[config.mk]
export PLATFORM = sky130hd
export DESIGN_NAME = grid_pixel_server
export DESIGN_NICKNAME = d
export VERILOG_FILES = /design/src/rtl/grid_pixel_server.sv
export SDC_FILE = /design/constraint.sdc
export NUM_CORES = 2
export LEC_CHECK = 0
export ABC_CLOCK_PERIOD_IN_PS = 5550
export BUFFER_PORTS_ARGS = -buffer_cell sky130_fd_sc_hd__buf_2
export CORE_AREA = 5 5 253 255
export DETAILED_ROUTE_END_ITERATION = 10
export DIE_AREA = 0 0 258 260
export PLACE_DENSITY_LB_ADDON = 0.15
export SLEW_MARGIN = 20
export SYNTH_ARGS = -nofsm -noshare
export SYNTH_HDL_FRONTEND = slang
export SYNTH_SLANG_ARGS = --single-unit
[constraint.sdc]
create_clock -name vga_clk -period 5.55 [get_ports vga_clk]
set_input_delay 0.8325 -clock vga_clk [delete_from_list [all_inputs] [get_ports vga_clk]]
set_output_delay 0.8325 -clock vga_clk [all_outputs]
set_load 0.02 [all_outputs]
[src/rtl/grid_pixel_server.sv]
// Pixel server for the VGA scan: double-buffered Tetris board with drawn well walls/floor.
// Game logic writes the back bank; a commit swaps banks at the next frame boundary.
module grid_pixel_server #(
   parameter int         GRID_W     = 10,
   parameter int         GRID_H     = 20,
   parameter int         CELL_SHIFT = 3,
   parameter logic [7:0] X_ORG      = 8'd40,
   parameter logic [7:0] Y_ORG      = 8'd0
) (
   input  logic       vga_clk,
   input  logic       rst_n,
   input  logic [7:0] x_coord,
   input  logic [7:0] y_coord,
   input  logic       display_data,
   input  logic       draw_finish,
   output logic       coord_value,
   input  logic       wr_en,
   input  logic [4:0] wr_row,
   input  logic [3:0] wr_col,
   input  logic       wr_data,
   input  logic       clr,
   input  logic       commit,
   output logic       busy,
   output logic       frame_swapped
);

   typedef enum logic [1:0] {ST_IDLE, ST_COPY, ST_CLEAR} state_e;
   typedef enum logic [1:0] {PIX_ZERO, PIX_ONE, PIX_CELL} pix_e;

   localparam logic [7:0] CELLS_X  = 8'(GRID_W);
   localparam logic [7:0] WALL_R   = 8'(GRID_W + 1);
   localparam logic [7:0] FLOOR_Y  = 8'(GRID_H);
   localparam logic [4:0] ROW_LAST = 5'(GRID_H - 1);
   localparam logic [4:0] WR_ROWS  = 5'(GRID_H);
   localparam logic [3:0] WR_COLS  = 4'(GRID_W);

   state_e state_q, state_d;
   logic [4:0] row_cnt_q, row_cnt_d;

   logic [GRID_H-1:0][GRID_W-1:0] bank0_q, bank0_d, bank1_q, bank1_d;
   logic front_sel_q, front_sel_d;
   logic pending_q, pending_d;
   logic frame_swapped_q, frame_swapped_d;

   pix_e       pix_sel_q, pix_sel_d;
   logic [4:0] s1_row_q, s1_row_d;
   logic [3:0] s1_col_q, s1_col_d;
   logic       coord_value_q, coord_value_d;

   logic swap, clr_go, wr_go, copy_row, clear_row;
   logic [8:0] dx_full, dy_full;
   logic [7:0] dx_cell, dy_cell;

   // ---------------- FSM: state register ----------------
   // NOTE: every flop is written with <= so all registers update together on the edge.
   always_ff @(posedge vga_clk) begin
      if (!rst_n) begin
         state_q   <= ST_IDLE;
         row_cnt_q <= '0;
      end else begin
         state_q   <= state_d;
         row_cnt_q <= row_cnt_d;
      end
   end

   // ---------------- FSM: next state ----------------
   // NOTE: each combinational output gets a default first, so no path can infer a latch.
   always_comb begin
      state_d   = state_q;
      row_cnt_d = row_cnt_q;
      case (state_q)
         ST_IDLE: begin
            row_cnt_d = '0;
            if (swap)     state_d = ST_COPY;
            else if (clr) state_d = ST_CLEAR;
         end
         ST_COPY, ST_CLEAR: begin
            if (row_cnt_q == ROW_LAST) begin
               state_d   = ST_IDLE;
               row_cnt_d = '0;
            end else begin
               row_cnt_d = row_cnt_q + 5'd1;
            end
         end
         default: state_d = ST_IDLE;
      endcase
   end

   // ---------------- FSM: outputs ----------------
   always_comb begin
      busy      = (state_q != ST_IDLE);
      swap      = (state_q == ST_IDLE) && pending_q && draw_finish;
      clr_go    = (state_q == ST_IDLE) && !swap && clr;
      wr_go     = (state_q == ST_IDLE) && !swap && !clr && wr_en &&
                  (wr_row < WR_ROWS) && (wr_col < WR_COLS);
      copy_row  = (state_q == ST_COPY);
      clear_row = (state_q == ST_CLEAR);
   end

   // ---------------- Bank update ----------------
   // During COPY front_sel_q already holds the new front, so bank0 is back when front_sel_q=1.
   always_comb begin
      bank0_d         = bank0_q;
      bank1_d         = bank1_q;
      front_sel_d     = front_sel_q;
      pending_d       = pending_q;
      frame_swapped_d = swap;
      if (swap) begin
         front_sel_d = ~front_sel_q;
         pending_d   = 1'b0;
      end
      if (commit) pending_d = 1'b1;
      if (wr_go) begin
         if (front_sel_q) bank0_d[wr_row][wr_col] = wr_data;
         else             bank1_d[wr_row][wr_col] = wr_data;
      end
      if (copy_row) begin
         if (front_sel_q) bank0_d[row_cnt_q] = bank1_q[row_cnt_q];
         else             bank1_d[row_cnt_q] = bank0_q[row_cnt_q];
      end
      if (clear_row) begin
         if (front_sel_q) bank0_d[row_cnt_q] = '0;
         else             bank1_d[row_cnt_q] = '0;
      end
   end

   // ---------------- Read pipeline stage 1: decode ----------------
   always_comb begin
      dx_full   = {1'b0, x_coord} - {1'b0, X_ORG};
      dy_full   = {1'b0, y_coord} - {1'b0, Y_ORG};
      dx_cell   = dx_full[7:0] >> CELL_SHIFT;
      dy_cell   = dy_full[7:0] >> CELL_SHIFT;
      pix_sel_d = PIX_ZERO;
      s1_row_d  = '0;
      s1_col_d  = '0;
      // A borrow out of the subtraction means the scan is left of / above the well.
      if (display_data && !dx_full[8] && !dy_full[8]) begin
         if ((dx_cell == 8'd0 || dx_cell == WALL_R) && dy_cell <= FLOOR_Y) begin
            pix_sel_d = PIX_ONE;
         end else if (dy_cell == FLOOR_Y && dx_cell <= WALL_R) begin
            pix_sel_d = PIX_ONE;
         end else if (dx_cell <= CELLS_X && dy_cell < FLOOR_Y) begin
            pix_sel_d = PIX_CELL;
            s1_row_d  = 5'(dy_cell);
            s1_col_d  = 4'(dx_cell - 8'd1);
         end
      end
   end

   // ---------------- Read pipeline stage 2: front-bank lookup ----------------
   always_comb begin
      coord_value_d = 1'b0;
      case (pix_sel_q)
         PIX_ONE:  coord_value_d = 1'b1;
         PIX_CELL: coord_value_d = front_sel_q ? bank1_q[s1_row_q][s1_col_q]
                                               : bank0_q[s1_row_q][s1_col_q];
         default:  coord_value_d = 1'b0;
      endcase
   end

   // NOTE: the board banks are reset too, because the visible board must start empty.
   always_ff @(posedge vga_clk) begin
      if (!rst_n) begin
         bank0_q         <= '0;
         bank1_q         <= '0;
         front_sel_q     <= 1'b0;
         pending_q       <= 1'b0;
         frame_swapped_q <= 1'b0;
         pix_sel_q       <= PIX_ZERO;
         s1_row_q        <= '0;
         s1_col_q        <= '0;
         coord_value_q   <= 1'b0;
      end else begin
         bank0_q         <= bank0_d;
         bank1_q         <= bank1_d;
         front_sel_q     <= front_sel_d;
         pending_q       <= pending_d;
         frame_swapped_q <= frame_swapped_d;
         pix_sel_q       <= pix_sel_d;
         s1_row_q        <= s1_row_d;
         s1_col_q        <= s1_col_d;
         coord_value_q   <= coord_value_d;
      end
   end

   assign coord_value   = coord_value_q;
   assign frame_swapped = frame_swapped_q;

endmodule

==> impl_metrics.yaml <==
critical_path:
  crit_slowest_cell: "nand3_1"
  crit_required_ns: 6.09
  timing.critical_path.cells: "inv_1 -> ha_1 -> a21boi_1 -> and4b_1 -> and3_1 -> nand3_1 -> o211ai_1 -> o21ai_0 -> nor2_1"
  cp-start-kind: "register"
  critPathCaptureType: "register"
  cp_top_family: "simple AND/OR/NAND/NOR gates"
  cp_max_fo: 18
  crit_buf_inv: 1
  path_class: "reg2reg"
  arrival_ns: 4.76
  cpPeakStageDelay_ns: 0.92
sta:
  final_hold_viol_count: 0
  rsz0062_at_grt: "false"
  slew_violations: 0
  setup_viol: 0
  fmax_ghz: 0.237
  fin_crit_ns: 4.22
  setup_tns_ns: 0
  fin_crit_sh_pct: 76.0
  slew_headroom_pct: 20.6
  finalWorstSetupSlack_ns: 1.33
  finClkSkew_ns: 0.0302
  tightestPinTransition_ns: 1.19
power_and_ir_drop:
  peakVddDrop_mv: 0.217
  leakagePower_nw: 9.61
  power-per-cell-area_nw_per_um2: 241
clock_network:
  postCtsResizedCells: 0
  htreeDepth: 2
  tritoncts: "yes"
  root_buffer: "clkbuf_16"
  clk_latency_ns: 0.63
  clkSinkCount: 422
  hold_buffers: 0
  clk_pin_slew_ns: 0.06
  cts_buffers: 50
  cts_setup_buffers: 0
  cts_max_path_buffers: 3
grt:
  grt_max_degree: 59
  grt.overflow.total: 0
  first_global_vias: 25800
  track_usage_pct: 34.9
  antenna_found_initial: 8
  grt_pass1_wl_um: 177000
yosys:
  yosysWarnings: 0
  synth-edff-count: 0
  synth-seq-cells: 422
  synth_area_um2: 27400
  synth_cell_types: 71
  async_flop_share_pct: 0
  postSynthCellCount: 3263
  avgSynthCellArea_um2: 8.40
  synth_nets: 3310
  yosys_most_used_dff: "dfxtp_1"
  seq_area_frac_synth_pct: 30.8
placed_design:
  hpwl_um: 81900
  gp_congestion: 1.09
  port_buffers: 29
  place_ws_ns: 1.38
  placedInstanceArea_um2: 27800
  dp.cells: 3836
route:
  vias: 28000
  wirelength_um: 122000
  wl_per_cell_um: 31.0
  routed_via_density: 7.11
  drc: 0
  ant_nets: 0
  dr.pass1.iters: 9
  drt_iter0_drc: 4299
finish:
  fin_util_pct: 48.2
  multi_input_area_um2: 17300
  design_area_um2: 29600
  layout-drive-gt1-share_pct: 14.6
  finalNonFillerCells: 3932
  nets: 3146
  ff_latch_area_um2: 8470
  fillCellCount: 5794
  syn_to_final_growth_pct: 7.81
floorplan:
  start_util_pct: 44.7
  die_area_um2: 67100
  fp.coreArea_um2: 61400
  die_w_um: 258
  io_pins: 36
  rows: 91
  die_h_um: 260
status:
  outcome: "finished clean"
hold_path:
  hp-class: "in2reg"
run:
  maxCapViolCount: 0
cell usage after synthesis, types with 14 or more instances:
cell type,number,area (um2)
o21ai_1,44,220
o211a_1,81,811
nand2_1,207,777
mux4_2,179,4030
nor2b_1,26,163
o211ai_1,159,1190
mux2_2,24,270
buf_2,80,400
nand3_1,62,310
o21ai_0,530,2650
nand4_1,22,138
dfxtp_1,422,8450
inv_1,16,60.1
a22oi_1,111,833
ha_1,14,175
nor3_1,111,556
and3_1,28,175
a21oi_1,70,350
mux2i_1,57,571
clkbuf_1,227,852
a211oi_1,108,811
nor2_1,485,1820
and2_1,23,144
buf_4,26,195
worst reg2reg max path, cell delays in order, from the launching register on:
cell      delay, ns
dfxtp_1        0.35
inv_1          0.10
ha_1           0.28
a21boi_1       0.50
and4b_1        0.65
and3_1         0.50
nand3_1        0.93
o211ai_1       0.57
o21ai_0        0.15
nor2_1         0.11
cell families after synthesis:
logic type,after synthesis,synth area share [%]
multiplexers,271,18.8
buffers and inverters,378,6.44
adder cells (fa/ha/maj),14,0.639
flip-flops,422,30.8
XOR/XNOR,8,0.256
AND/OR/NAND/NOR,1010,16.2
AO/OA/AOI/OAI,1160,26.8
final cells by class:
class | count | share of cell area, %
Timing Repair Buffer | 145 | 3.62
Sequential cell | 422 | 28.7
Multi-Input combinational cell | 2463 | 58.5
Clock buffer | 78 | 5.10
Clock inverter | 15 | 0.597
Tap cell | 790 | 3.34
Inverter | 17 | 0.216
Antenna cell | 2 | 0.0169
flip-flops by register name, summed over array words and instances, names as in the netlist:
register and cells:
bank0_q 200, bank1_q 200, coord_value 1, frame_swapped 1
front_sel_q 1, pending_q 1, pix_sel_q 2, row_cnt_q 5
s1_col_q 4, s1_row_q 5, state_q 2
metrics by stage:
step | power (mW) | hold slack, ns
6_report | 7.11 | 0.445
5_1_grt | 7.27 | 0.453
4_1_cts | 7.11 | 0.428
3_5_place_dp | 3.71 | 0.507
3_3_place_gp | 3.70 | 0.491
2_1_floorplan | 3.49 | 0.473
report_power, final:
part	switching (mW)	internal, mW
Combinational	0.401	0.172
Sequential	0.0501	3.04
Clock	1.45	2.00
Total	1.90	5.21
cells in the final DEF (no fill, tap or decap), drive strengths merged, types with 24 or more instances in the layout:
master,instances
a211oi,108
a21oi,70
a22oi,111
and3,28
buf,145
clkbuf,78
dfxtp,422
mux2,24
mux2i,57
mux4,190
nand2,207
nand3,63
nor2,487
nor2b,26
nor3,114
o211a,81
o211ai,159
o21ai,577
final timing paths:
path	slack, ns	start	cells after the start	to
worst min-delay path	0.45	commit	3	pending_q$_SDFFE_PN0P_
worst max-delay path	1.33	state_q[0]$_SDFFE_PN0P_	9	bank0_q[63]$_SDFF_PN0_
worst max register to register	1.33	state_q[0]$_SDFFE_PN0P_	9	bank0_q[63]$_SDFF_PN0_
worst min register to register	0.53	bank1_q[124]$_SDFF_PN0_	2	bank1_q[124]$_SDFF_PN0_
metal layers:
| layer | GRT usage (%) | wire length [um] | up-vias |
|---|---|---|---|
| met4 | 15.5 | 6980 | 4 |
| met3 | 9.17 | 15500 | 402 |
| met1 | 47.0 | 47100 | 13600 |
| li1 | - | - | 11900 |
| met5 | 0 | 26 | - |
| met2 | 52.8 | 52300 | 2038 |
No activity file was read; power rests on OpenSTA's default activity.
